==> src/rtl/udp_pkg.sv <==
// Shared UDP receive-path definitions: header sizes, beat arithmetic
// and the ingress FSM state type.
package udp_pkg;

    localparam int ETH_HDR_BYTES   = 14;
    localparam int IPV4_HDR_BYTES  = 20;
    localparam int UDP_HDR_BYTES   = 8;
    localparam int IPV4_ADDR_WIDTH = 32;

    // Number of bus beats needed to carry 'bytes' bytes on a bus of 'data_width' bits.
    function automatic int beats_for_bytes(input int bytes, input int data_width);
        int bytes_per_beat;
        bytes_per_beat = data_width / 8;
        return (bytes + bytes_per_beat - 1) / bytes_per_beat;
    endfunction

    typedef enum logic [1:0] {
        IDLE = 2'd0,
        FWD  = 2'd1,
        DROP = 2'd2
    } ingress_state_t;

endpackage

==> src/rtl/axis_udp_rx_ingress.sv <==
// MAC receive AXI-Stream to push-only frame bus for the UDP filter.
// Gates whole frames on en_i (sampled at frame start), flags runts,
// truncates oversize frames and carries the MAC error on the last beat.
// Handshake: a beat moves when s_axis_tvalid_i && s_axis_tready_o on a
// rising clk_i; tready is held high from the first clock after reset, and
// the output side is push-only (frame_valid_o has no ready).
// Optional statistics counters: define UDP_INGRESS_STATS_EN.
module axis_udp_rx_ingress
    import udp_pkg::*;
#(
    parameter int DATA_WIDTH = 64,
    parameter int MAX_BEATS  = 190,
    parameter int MIN_BEATS  = beats_for_bytes(ETH_HDR_BYTES + IPV4_HDR_BYTES + UDP_HDR_BYTES,
                                               DATA_WIDTH),
    parameter int CNT_WIDTH  = 16,
    localparam int KEEP_WIDTH = DATA_WIDTH / 8
) (
    input  logic                  clk_i,
    input  logic                  a_rst_n_i,
    input  logic                  en_i,
    input  logic [DATA_WIDTH-1:0] s_axis_tdata_i,
    input  logic [KEEP_WIDTH-1:0] s_axis_tkeep_i,
    input  logic                  s_axis_tvalid_i,
    input  logic                  s_axis_tlast_i,
    input  logic                  s_axis_tuser_i,
    output logic                  s_axis_tready_o,
    output logic [DATA_WIDTH-1:0] frame_o,
    output logic [KEEP_WIDTH-1:0] frame_keep_o,
    output logic                  frame_valid_o,
    output logic                  frame_last_o,
`ifdef UDP_INGRESS_STATS_EN
    output logic [CNT_WIDTH-1:0]  rx_frames_o,
    output logic [CNT_WIDTH-1:0]  rx_err_o,
    output logic [CNT_WIDTH-1:0]  rx_drop_o,
`endif
    output logic                  frame_err_o
);

    localparam int BEAT_W = $clog2(MAX_BEATS + 1);
    localparam logic [BEAT_W:0] MAX_L = (BEAT_W + 1)'(MAX_BEATS);
    localparam logic [BEAT_W:0] MIN_L = (BEAT_W + 1)'(MIN_BEATS);

    ingress_state_t          state_q, state_d;
    logic [BEAT_W-1:0]       beat_cnt_q, beat_cnt_d;
    logic                    dis_q, dis_d;      // current DROP frame was refused by en_i
    logic                    tready_q;
    logic [DATA_WIDTH-1:0]   data_q;
    logic [KEEP_WIDTH-1:0]   keep_q, keep_d;
    logic                    valid_q, last_q, err_q;
    logic                    fwd_d, last_d, err_d, drop_done_d;
    logic                    accept;
    logic [BEAT_W:0]         cnt_inc;           // 1-based position of the incoming beat
    logic                    runt;

    assign accept  = s_axis_tvalid_i && tready_q;
    assign cnt_inc = {1'b0, beat_cnt_q} + (BEAT_W + 1)'(1);
    assign runt    = (cnt_inc < MIN_L);

    // Next-state, beat counter and forwarding decision for the accepted beat.
    always_comb begin
        state_d     = state_q;
        beat_cnt_d  = beat_cnt_q;
        dis_d       = dis_q;
        fwd_d       = 1'b0;
        last_d      = 1'b0;
        err_d       = 1'b0;
        keep_d      = '1;
        drop_done_d = 1'b0;
        if (accept) begin
            if (s_axis_tlast_i) begin
                beat_cnt_d = '0;
            end else if (cnt_inc <= MAX_L) begin
                beat_cnt_d = cnt_inc[BEAT_W-1:0];
            end
            unique case (state_q)
                IDLE: begin
                    if (en_i) begin
                        fwd_d = 1'b1;
                        if (s_axis_tlast_i) begin
                            last_d = 1'b1;
                            err_d  = s_axis_tuser_i || runt;
                            keep_d = s_axis_tkeep_i;
                        end else begin
                            state_d = FWD;
                        end
                    end else if (s_axis_tlast_i) begin
                        drop_done_d = 1'b1;
                    end else begin
                        state_d = DROP;
                        dis_d   = 1'b1;
                    end
                end
                FWD: begin
                    fwd_d = 1'b1;
                    if (s_axis_tlast_i) begin
                        last_d  = 1'b1;
                        err_d   = s_axis_tuser_i || runt;
                        keep_d  = s_axis_tkeep_i;
                        state_d = IDLE;
                    end else if (cnt_inc == MAX_L) begin
                        // Oversize frame: close it here as bad, swallow the rest.
                        last_d  = 1'b1;
                        err_d   = 1'b1;
                        state_d = DROP;
                        dis_d   = 1'b0;
                    end
                end
                DROP: begin
                    if (s_axis_tlast_i) begin
                        drop_done_d = dis_q;
                        dis_d       = 1'b0;
                        state_d     = IDLE;
                    end
                end
                default: state_d = IDLE;
            endcase
        end
    end

    // FSM, beat counter and ready registers.
    always_ff @(posedge clk_i or negedge a_rst_n_i) begin
        if (!a_rst_n_i) begin
            state_q    <= IDLE;
            beat_cnt_q <= '0;
            dis_q      <= 1'b0;
            tready_q   <= 1'b0;
        end else begin
            state_q    <= state_d;
            beat_cnt_q <= beat_cnt_d;
            dis_q      <= dis_d;
            tready_q   <= 1'b1;
        end
    end

    // Registered output beat, one cycle after acceptance.
    always_ff @(posedge clk_i or negedge a_rst_n_i) begin
        if (!a_rst_n_i) begin
            data_q  <= '0;
            keep_q  <= '0;
            valid_q <= 1'b0;
            last_q  <= 1'b0;
            err_q   <= 1'b0;
        end else begin
            valid_q <= fwd_d;
            last_q  <= fwd_d && last_d;
            err_q   <= fwd_d && err_d;
            if (fwd_d) begin
                data_q <= s_axis_tdata_i;
                keep_q <= keep_d;
            end
        end
    end

    assign s_axis_tready_o = tready_q;
    assign frame_o         = data_q;
    assign frame_keep_o    = keep_q;
    assign frame_valid_o   = valid_q;
    assign frame_last_o    = last_q;
    assign frame_err_o     = err_q;

`ifdef UDP_INGRESS_STATS_EN
    logic [CNT_WIDTH-1:0] frames_q, errs_q, drops_q;

    // Frame statistics, wrapping counters.
    always_ff @(posedge clk_i or negedge a_rst_n_i) begin
        if (!a_rst_n_i) begin
            frames_q <= '0;
            errs_q   <= '0;
            drops_q  <= '0;
        end else begin
            if (valid_q && last_q && !err_q) frames_q <= frames_q + CNT_WIDTH'(1);
            if (valid_q && last_q && err_q)  errs_q   <= errs_q + CNT_WIDTH'(1);
            if (drop_done_d)                 drops_q  <= drops_q + CNT_WIDTH'(1);
        end
    end

    assign rx_frames_o = frames_q;
    assign rx_err_o    = errs_q;
    assign rx_drop_o   = drops_q;
`endif

endmodule
==> config.mk <==
export PLATFORM = sky130hd
export DESIGN_NAME = axis_udp_rx_ingress
export DESIGN_NICKNAME = d
export VERILOG_FILES = /design/src/rtl/udp_pkg.sv /design/src/rtl/axis_udp_rx_ingress.sv
export SDC_FILE = /design/constraint.sdc
export NUM_CORES = 1
export LEC_CHECK = 0
export ABC_AREA = 1
export BUFFER_PORTS_ARGS = -buffer_cell sky130_fd_sc_hd__buf_2
export CAP_MARGIN = 20
export CORE_MARGIN = 2
export CORE_UTILIZATION = 45
export CTS_CLUSTER_DIAMETER = 120
export DETAILED_ROUTE_END_ITERATION = 12
export PLACE_DENSITY_LB_ADDON = 0.15
export RECOVER_POWER = 100
export SKIP_LAST_GASP = 1
export SLEW_MARGIN = 30
export SYNTH_ARGS = -nofsm -noshare
export SYNTH_HDL_FRONTEND = slang
export SYNTH_SLANG_ARGS = --single-unit
==> constraint.sdc <==
create_clock -name clk_i -period 2 [get_ports clk_i]
set_clock_uncertainty 0.05 [all_clocks]
set_input_delay 0.1 -clock clk_i [delete_from_list [all_inputs] [get_ports clk_i]]
set_output_delay 0.1 -clock clk_i [all_outputs]
set_load 0.1 [all_outputs]
; After elaboration in Yosys (flattened, before gate mapping)
; Index checks and enable logic that the tools add are counted.
[word_totals]
ff_bits = 86
elab_cells = 52
[classes]
add_sub_neg = 1
n_lt_le_gt_ge = 2
eq_ne = 6
n_mux = 27
reduce_logical = 8
[ops]
columns = operator, count
row1 = $mux 8, 5
row2 = $pmux 8 s2, 1
row3 = $mux 2, 6
row4 = $mux 1, 11
row5 = $add 8x1->9 const B, 1
row6 = $eq 9x8->1 const B, 1
row7 = $le 9x8->1 const B, 1
row8 = $lt 9x3->1 const B, 1
row9 = $pmux 1 s2, 3
row10 = $pmux 2 s3, 1
row11 = $ne 2x2->1 const B, 2
row12 = $reduce_and 4->1, 1
row13 = $logic_and 1x1->1, 3
row14 = $ne 3x3->1 const B, 1
row15 = $eq 2x1->1 const B, 1
row16 = $eq 2x2->1 const B, 1
row17 = $logic_not 2->1, 1
row18 = $reduce_and 2->1, 1
row19 = $reduce_bool 2->1, 1
row20 = $logic_or 1x1->1, 1

; Depth between registers and ports, before layout
; Gate-level depths: netlist of the first run.
[logic_depth]
depth_word = 8
ltp_mapped = 13
ltp_nobuf = 13

; Worst setup path after synthesis of the first run
; OpenSTA, ideal clock, no wires.
[synth_path]
kind = reg2reg
start = register tready_q, in the netlist s_axis_tready_o
end = register data_q[21], in the netlist frame_o[21]
setup_ps = 68
arrival_time_ps = 1823
slack_ps = 60
stages_incl_launch_ff = 9
synth_period_minus_slack_ps = 1940
cell_sequence = dfrtp_1 -> nand2_1 -> inv_2 -> o21ai_2 -> inv_2 -> buf_2 -> buf_2 -> nand2_1 -> nand2_1
[synth_between]
elab_chain_len = 2
[synth_rtl]
columns = element, line
row1 = from (decl), axis_udp_rx_ingress.sv:46  ; logic tready_q;
row2 = from (signal assigned), axis_udp_rx_ingress.sv:126  ; tready_q <= 1'b0;
row3 = from (signal assigned), axis_udp_rx_ingress.sv:131  ; tready_q <= 1'b1;
row4 = $logic_and 1x1->1, axis_udp_rx_ingress.sv:55  ; assign accept = s_axis_tvalid_i && tready_q;
row5 = $mux 1, axis_udp_rx_ingress.sv:69  ; if (accept) begin
row6 = to (signal assigned), axis_udp_rx_ingress.sv:148  ; data_q <= s_axis_tdata_i;
row7 = to (decl), axis_udp_rx_ingress.sv:47  ; logic [DATA_WIDTH-1:0] data_q;
; No other way between the ends.
; A chain may end at the register's enable or synchronous reset.

; Worst setup path in the final report of the first run
[layout_path]
start = register beat_cnt_q[1]
end = register beat_cnt_q[3]
[layout_between]
elab_chain_len = 4
[layout_rtl]
columns = element, line
row1 = from (decl), axis_udp_rx_ingress.sv:44  ; logic [BEAT_W-1:0] beat_cnt_q, beat_cnt_d;
row2 = from (signal assigned), axis_udp_rx_ingress.sv:129  ; beat_cnt_q <= beat_cnt_d;
row3 = $add 8x1->9 (*), axis_udp_rx_ingress.sv:56  ; assign cnt_inc = {1'b0, beat_cnt_q} + (BEAT_W + 1)'(1);
row4 = $le 9x8->1, axis_udp_rx_ingress.sv:72  ; end else if (cnt_inc <= MAX_L) begin
row5 = $reduce_bool 2->1 (no line), n/a
row6 = $reduce_and 2->1 (no line), n/a
; Mark *: on every way between the ends. The rest lies on a longest branch, timed or not. The select of a mux whose other input is x is not followed.

==> metrics, run 1 <==
Layout Utilization=0.6944; DRC=0; number of fillers in the final layout=638; DRT Wirelength=10590 um; H-tree levels=3; critical path required time=2.23 ns; Clk Latency, worst-skew pair=0.34 ns; DR WL/cell=13.77 um; TritonCTS buffer count=9; initial drt markers=156; die width=93.69 um; Syn Nets=513; clk root buf=clkbuf_8; Layout area overhead=49.01%; crit start category=flip-flop; Core Rows=32; CP most frequent cell=nand2_1; slowest stage cell, crit path=dfrtp_1; Cell variety after synth=26; Crit path buffers/inverters=0; worst hold slack=0.02497 ns; first-pass GRT wire length=17050 um; DRT antenna net count=0; WP data arrival=2.09 ns; die span in y=93.69 um; #FFs+latches synth=86; Tcrit/Tclk final=0.9299; final-report max-slew violation count=0; CTS Sinks=86; vias in the first global route=3803; First-pass DRT Iterations=5; DP Area=4539 um2; gate count of the mapped netlist=434; ANT cells=0; Initial Util=0.4660; Yosys warning total=0; final worst path period need=1.860 ns; nets=741; register area share after synthesis=0.5945; final hold vios=0; worst path cell trace=ha_2 > nand3_1 > nor2_2 > nand3_2 > nor2_4 > nand2_1 > nand2_2 > nand3_4 > nand2_4 > nand2_1 > nand2_1; Vias/cell=4.732; Port Buffers=153; CP max stage delay=0.43 ns; routability cong.=0.8506; Setup violations, final=0; routed vias=3639; fmax=537.7 MHz; relative slew slack=0.1897; critical path capture point type=flip-flop; Post-Syn Area=3620 um2; dpl hpwl=6363 um; Die ar.=8777 um2; initial antenna violation count=0; total gr overflow=0; I/O pin total=154; GRT Resource Usage Total=0.2464; design area=5394 um2; CTS clk-pin slew, worst paths=0.09 ns; CTS tree=built; CP delay by family, top=simple AND/OR/NAND/NOR gates; Slew @ Worst Pin=1.221 ns; core region area=7767 um2; WS Path Type=flip-flop to flip-flop; Max FO, Critical Path=8; hold crit path type=primary input to flip-flop; # Max-Cap Violations=0; Clock Path Buffers=2; layout cells sized above 1=0.2144; largest net degree at the start of global routing=61; status=complete, no violations; Synth Area per Inst=8.340 um2
worst register-to-register path: stages, from the launching register on:
cell,delay (ns)
dfrtp_1,0.43
ha_2,0.35
nand3_1,0.11
nor2_2,0.12
nand3_2,0.09
nor2_4,0.12
nand2_1,0.09
nand2_2,0.12
nand3_4,0.09
nand2_4,0.11
nand2_1,0.06
nand2_1,0.06
worst paths after layout:
| check | startpoint | end | slack [ns] | cells past startpoint |
|---|---|---|---|---|
| setup / recovery | beat_cnt_q[1]$_DFFE_PN0P_ | beat_cnt_q[3]$_DFFE_PN0P_ | 0.14 | 11 |
| hold / removal | s_axis_tuser_i | frame_err_o$_DFF_PN0_ | 0.02 | 3 |
| setup reg to reg | beat_cnt_q[1]$_DFFE_PN0P_ | beat_cnt_q[3]$_DFFE_PN0P_ | 0.14 | 11 |
| hold reg to reg | frame_o[21]$_DFFE_PN0P_ | frame_o[21]$_DFFE_PN0P_ | 0.43 | 2 |
| max in group asynchronous | a_rst_n_i | frame_o[9]$_DFFE_PN0P_ | 0.69 | 3 |
| min in group asynchronous | a_rst_n_i | s_axis_tready_o$_DFF_PN0_ | 0.43 | 2 |
routing by layer:
metal  track usage  share of wire
met3       0.06742          0.073
met4        0.1002          0.023
met1        0.2862           0.39
met2        0.4298           0.52
met5             0              0
placed cells by master (no fill, tap or decap), types with 4 or more instances in the layout:
cell,instances
clkbuf_1,48
nand4_1,10
clkbuf_8,9
dlygate4sd3_1,73
buf_1,4
o21ai_0,8
nand2_1,241
dfrtp_1,85
nor2_1,20
nand2_2,5
inv_1,16
nand3_1,10
buf_2,76
clkbuf_2,27
state kept, by name, indices dropped and copies added (netlist names):
register	flops
frame_o	64
beat_cnt_q	8
frame_keep_o	8
state_q	2
frame_err_o	1
frame_last_o	1
frame_valid_o	1
s_axis_tready_o	1
metrics by stage:
step	cells	setup WS [ns]	setup TNS, ns
detailed placement	679	0.1210	0
finish	769	0.1403	0
global route	769	-0.006165	-0.006165
global placement	679	0.1785	0
floorplan	434	0.05969	0
CTS	768	0.09918	0
synthesized netlist by cell type:
cell type  instances  area, um2
a21boi_1           1      7.510
a21oi_1            1      5.000
buf_2              5      25.02
clkbuf_1          11      41.29
clkbuf_4           1      7.510
conb_1             1      3.750
dfrtp_1           86       2152
ha_1               1      12.51
inv_1             15      56.30
inv_2              2      7.510
nand2_1          241      904.6
nand2_2            5      31.28
nand2_4            1      11.26
nand3_1           10      50.05
nand3_2            4      40.04
nand3_4            1      17.52
nand3b_1           1      7.510
nand4_1           10      62.56
nor2_1            20      75.07
nor2_2             2      12.51
nor2_4             1      11.26
nor3_1             1      5.000
o21ai_0            2      10.01
o21ai_1            9      45.04
o21ai_2            1      8.760
xor2_1             1      8.760
area by class of cell:
cell class                 count  area, um2  share of cell area
timing repair buffer         234       1528              0.2832
clock inverter                 6      46.29            0.008583
clock buffer                  10      127.6             0.02366
tap                          102      127.6             0.02366
sequential                    86       2153              0.3992
multi-input combinational    314       1348              0.2498
inverter                      17      63.81             0.01183
kinds of logic (layout without fill, tap and decap cells):
group / after synthesis / in the layout / synth area share
AND/OR/NAND/NOR: 297 / 297 / 0.3394
flip-flops: 86 / 86 / 0.5945
buffers and inverters: 34 / 267 / 0.03802
AO/OA/AOI/OAI: 14 / 14 / 0.02108
adder cells (fa/ha/maj): 1 / 1 / 0.003456
other: 1 / 1 / 0.001036
XOR/XNOR: 1 / 1 / 0.002420
timing repair:
| item | in CTS | in global routing |
|---|---|---|
| buffers inserted | 0 | 1 |
| hold endpoints to repair | 113 | 0 |
| hold buffers | 73 | 0 |
| setup endpoints to repair | 0 | 8 |
| resized for setup | 0 | 4 |
Power of run 1 is not shown: default switching activity piles up to over one toggle a cycle in this logic, so the estimate is an artifact.
==> inputs of run 2 (changes only) <==
REMOVE_ABC_BUFFERS = 1   (was unset)
==> run 2 against run 1 <==
Effect of this change:
- first-iteration DRC count up 9.6%
- worst hold slack better by 0.019 ns
- die area unchanged
- sequential share of layout area down 0.31 points
- clock-buffer cell count unchanged
- fmax up 1.8%
- utilization up 0.55 points
- non-clock buffer count up 2
- register-to-register slack better by 0.03 ns
==> metrics, run 2 (synthesis results as in run 1) <==
GRT Resource Usage Total=0.2451; max FFs per register=64; Layout area overhead=50.19%; crit start category=flip-flop; I/O pin total=154; commonest non-fill, non-tap cells in the layout=nand2_1 (241), dfrtp_1 (85), buf_2 (76); WP data arrival=2.01 ns; DR WL/cell=13.59 um; initial antenna violation count=0; Setup violations, final=0; Die ar.=8777 um2; Vias/cell=4.756; Slew @ Worst Pin=1.217 ns; final-report max-slew violation count=0; TritonCTS buffer count=9; critical path required time=2.18 ns; critical path capture point type=flip-flop; hold crit path type=primary input to flip-flop; # Max-Cap Violations=0; DRT Wirelength=10480 um; H-tree levels=3; WS Path Type=flip-flop to flip-flop; CTS clk-pin slew, worst paths=0.09 ns; most common cell after layout, fill and taps aside=nand2_1; core region area=7767 um2; RR Startpoint=beat_cnt_q[0]$_DFFE_PN0P_; layout cells sized above 1=0.2096; CP startpoint=beat_cnt_q[0]$_DFFE_PN0P_; routed vias=3667; relative slew slack=0.1925; vias in the first global route=3610; nets=743; Port Buffers=153; Tcrit/Tclk final=0.9132; First-pass DRT Iterations=5; final worst setup slack=0.1737 ns; routability cong.=0.8618; HP Start=s_axis_tlast_i; RSZ-0062 raised after global routing=false; initial drt markers=171; first-pass GRT wire length=16860 um; largest net degree at the start of global routing=62; clk root buf=clkbuf_8; DRT antenna net count=0; die width=93.69 um; dpl hpwl=6258 um; DRC=0; Clk Latency, worst-skew pair=0.34 ns; final worst path period need=1.826 ns; fmax=547.6 MHz; Max FO, Critical Path=8; Clock Path Buffers=2; CTS tree=built; status=complete, no violations; total gr overflow=0; Initial Util=0.4660; final hold vios=0; die span in y=93.69 um; Core Rows=32; Setup Slack @ Placement=0.08119 ns; CTS Sinks=86
==> run 2: cell types whose count changed in the layout (fill, tap and decap cells not counted), moves of 2 or more <==
cell / change
clkbuf_2: -6
clkbuf_1: +5
buf_4: +3
nand3_2: +2
bufinv_16: +2
nand3_4: -2
==> run 2: worst paths after layout <==
kind	end	slack [ns]	cells after the start
min reg2reg	frame_o[52]$_DFFE_PN0P_	0.43	2
min in group asynchronous	frame_o[13]$_DFFE_PN0P_	0.44	2
min	beat_cnt_q[2]$_DFFE_PN0P_	0.04	4
max	beat_cnt_q[3]$_DFFE_PN0P_	0.17	11
max in group asynchronous	beat_cnt_q[0]$_DFFE_PN0P_	0.66	3
max reg2reg	beat_cnt_q[3]$_DFFE_PN0P_	0.17	11
==> run 2: per-stage QoR <==
step / instance area (um2) / hold WS (ns) / std cells / TNS, ns / utilization
after CTS: 5512 / 0.02095 / 769 / 0 / 0.7096
after detailed placement: 4559 / 0.07889 / 680 / 0 / 0.5870
after global placement: 4559 / 0.08158 / 680 / 0 / 0.5870
after floorplan: 3546 / -0.2456 / 417 / -92.83 / -
final: 5436 / 0.04366 / 771 / 0 / 0.6999
after global routing: 5434 / 0.07545 / 770 / 0 / 0.6996
==> run 2: worst max-delay path, cell delays in order, from the launching register on <==
cell,delay (ns)
dfrtp_2,0.44
ha_2,0.21
nand2_2,0.11
nand3_1,0.13
nor2_2,0.11
nand3_2,0.09
nor2_4,0.10
nand3_2,0.12
nand3_2,0.14
nand2_4,0.09
nand2_1,0.07
nand2_1,0.05
==> run 2: what timing repair did <==
item | in CTS | in global routing
setup endpoints to repair | 0 | 10
hold endpoints to repair | 115 | 0
hold buffers | 74 | 0
resized for setup | 0 | 4
setup buffers | 0 | 1
==> run 2: final cells by class <==
type / count / area [um2]
Antenna cell: 1 / 2.502
Clock buffer: 10 / 127.6
Clock inverter: 5 / 83.83
Fill cell: 649 / 2331
Inverter: 17 / 63.81
Multi-Input combinational cell: 314 / 1336
Sequential cell: 86 / 2153
Tap cell: 102 / 127.6
Timing Repair Buffer: 236 / 1541
==> run 2: metal layers <==
metal | routed length [um] | GRT usage
met2 | 5167 | 0.4101
met4 | 205 | 0.09662
met1 | 4354 | 0.3069
met3 | 750 | 0.05939
met5 | 0 | 0
Power of run 2 is left out for the same reason.
==> inputs of run 3 (changes only) <==
BUFFER_PORTS_ARGS = unset   (was -buffer_cell sky130_fd_sc_hd__buf_2)
CORE_MARGIN = unset   (was 2)
DONT_BUFFER_PORTS = 1   (was unset)
clock period = 2.2 ns   (was 2 ns; I/O delays follow)
==> run 3 against run 2 <==
Effect of this change:
- the flow now finishes with violations (negative hold slack)
- first-iteration DRC count fell by 38%
- sequential cell count did not move
- worst setup slack improved by 0.040 ns
- sequential share of layout area rose by 4.1 points
==> metrics, run 3 (synthesis results as in run 1) <==
# Max-Cap Violations=0; critical path capture point type=flip-flop; worst hold slack=-0.01216 ns; layout cells sized above 1=0.05470; RSZ-0062 raised after global routing=false; setup bufs post-CTS=0; initial antenna violation count=0; I/O pin total=154; hold crit path type=primary input to flip-flop; Clk Latency, worst-skew pair=0.35 ns; die width=91.69 um; total gr overflow=0; clk root buf=clkbuf_8; first-pass GRT wire length=15840 um; Slew @ Worst Pin=1.293 ns; WS Path Type=flip-flop to flip-flop; relative slew slack=0.1378; ANT cells=0; GRT Resource Usage Total=0.2432; largest net degree at the start of global routing=87; fmax=503.3 MHz; Die ar.=8406 um2; final-report max-slew violation count=0; DR WL/cell=14.33 um; dpl hpwl=6003 um; Layout Utilization=0.6343; Vias/cell=4.822; failing checks=negative hold slack; core region area=7767 um2; critical path required time=2.39 ns; First-pass DRT Iterations=5; Clock Path Buffers=2; CTS Sinks=86; Setup violations, final=0; CTS tree=built; Initial Util=0.4660; nets=661; max FFs per register=64; Layout area overhead=36.12%; final hold vios=1; vias in the first global route=3322; Port Buffers=0; initial drt markers=106; final worst path period need=1.987 ns; commonest non-fill, non-tap cells in the layout=nand2_1 (241), dfrtp_1 (86), dlygate4sd3_1 (76); status=finished with violations; DRT antenna net count=0; Core Rows=32; post-CTS sizing=0; most common cell after layout, fill and taps aside=nand2_1; routability cong.=0.8623; crit start category=flip-flop; H-tree levels=3; CTS clk-pin slew, worst paths=0.09 ns; Max FO, Critical Path=8; TritonCTS buffer count=9; WP data arrival=2.17 ns; DRC=0; routed vias=3313; Tcrit/Tclk final=0.9031; DRT Wirelength=9847 um; die span in y=91.69 um
-- run 3: cell count changes in the layout (fill, tap and decap cells not counted), moves of 3 or more --
cell	before	now
buf_1	4	0
buf_2	76	0
buf_4	6	2
clkbuf_1	53	74
clkbuf_2	21	0
o21ai_0	7	10
-- run 3: repair_timing --
action,CTS,global route
hold buffers,77,0
endpoints found under the setup margin,0,0
hold endpoints to repair,163,0
-- run 3: path summary, 6_finish.rpt --
kind	from	endpoint	slack (ns)	depth (start not counted)
max in group asynchronous	a_rst_n_i	frame_o[26]$_DFFE_PN0P_	0.83	2
min reg2reg	frame_o[5]$_DFFE_PN0P_	frame_o[5]$_DFFE_PN0P_	0.43	2
min in group asynchronous	a_rst_n_i	frame_err_o$_DFF_PN0_	0.56	2
max	beat_cnt_q[0]$_DFFE_PN0P_	beat_cnt_q[0]$_DFFE_PN0P_	0.21	10
min	en_i	state_q[0]$_DFFE_PN0P_	-0.01	4
max reg2reg	beat_cnt_q[0]$_DFFE_PN0P_	beat_cnt_q[0]$_DFFE_PN0P_	0.21	10
-- run 3: critical path: stages, from the launching register on --
cell	delay, ns
dfrtp_1	0.43
ha_1	0.27
nand2_2	0.10
o21ai_1	0.22
nand3_2	0.13
nor2_4	0.14
nand3_2	0.14
nand3_4	0.14
nand2_2	0.12
nand2_1	0.09
nand2_1	0.05
-- run 3: metrics by stage --
stage                     worst slack, ns  instance area, um2  cells  TNS, ns  hold slack, ns
after floorplan                    -1.248                3546    417   -77.83         -0.2356
final                              0.2133                4927    687        0        -0.01216
after global placement             0.3437                4272    596        0         -0.2335
after CTS                          0.2288                5246    687        0        0.005792
after detailed placement           0.2587                4272    596        0         -0.2339
after global routing              0.06737                4927    687        0       0.0007647
-- run 3: area by class of cell --
| type | instances | area, um2 |
|---|---|---|
| fill | 688 | 2840 |
| clock inverter | 4 | 48.80 |
| tap | 102 | 127.6 |
| sequential | 86 | 2152 |
| inverter | 17 | 63.81 |
| multi-input combinational | 314 | 1316 |
| clock buffer | 10 | 137.6 |
| timing repair buffer | 154 | 1081 |
-- run 3: layer usage --
metal | wire (um) | GRT usage | vias to the layer above | part of all wire
li1 | - | - | 1626 | -
met1 | 4186 | 0.3035 | 1535 | 0.43
met2 | 4801 | 0.4211 | 136 | 0.49
met3 | 702 | 0.04726 | 16 | 0.071
met4 | 157 | 0.08598 | 0 | 0.016
met5 | 0 | 0 | - | 0
Power of run 3 is left out for the same reason.
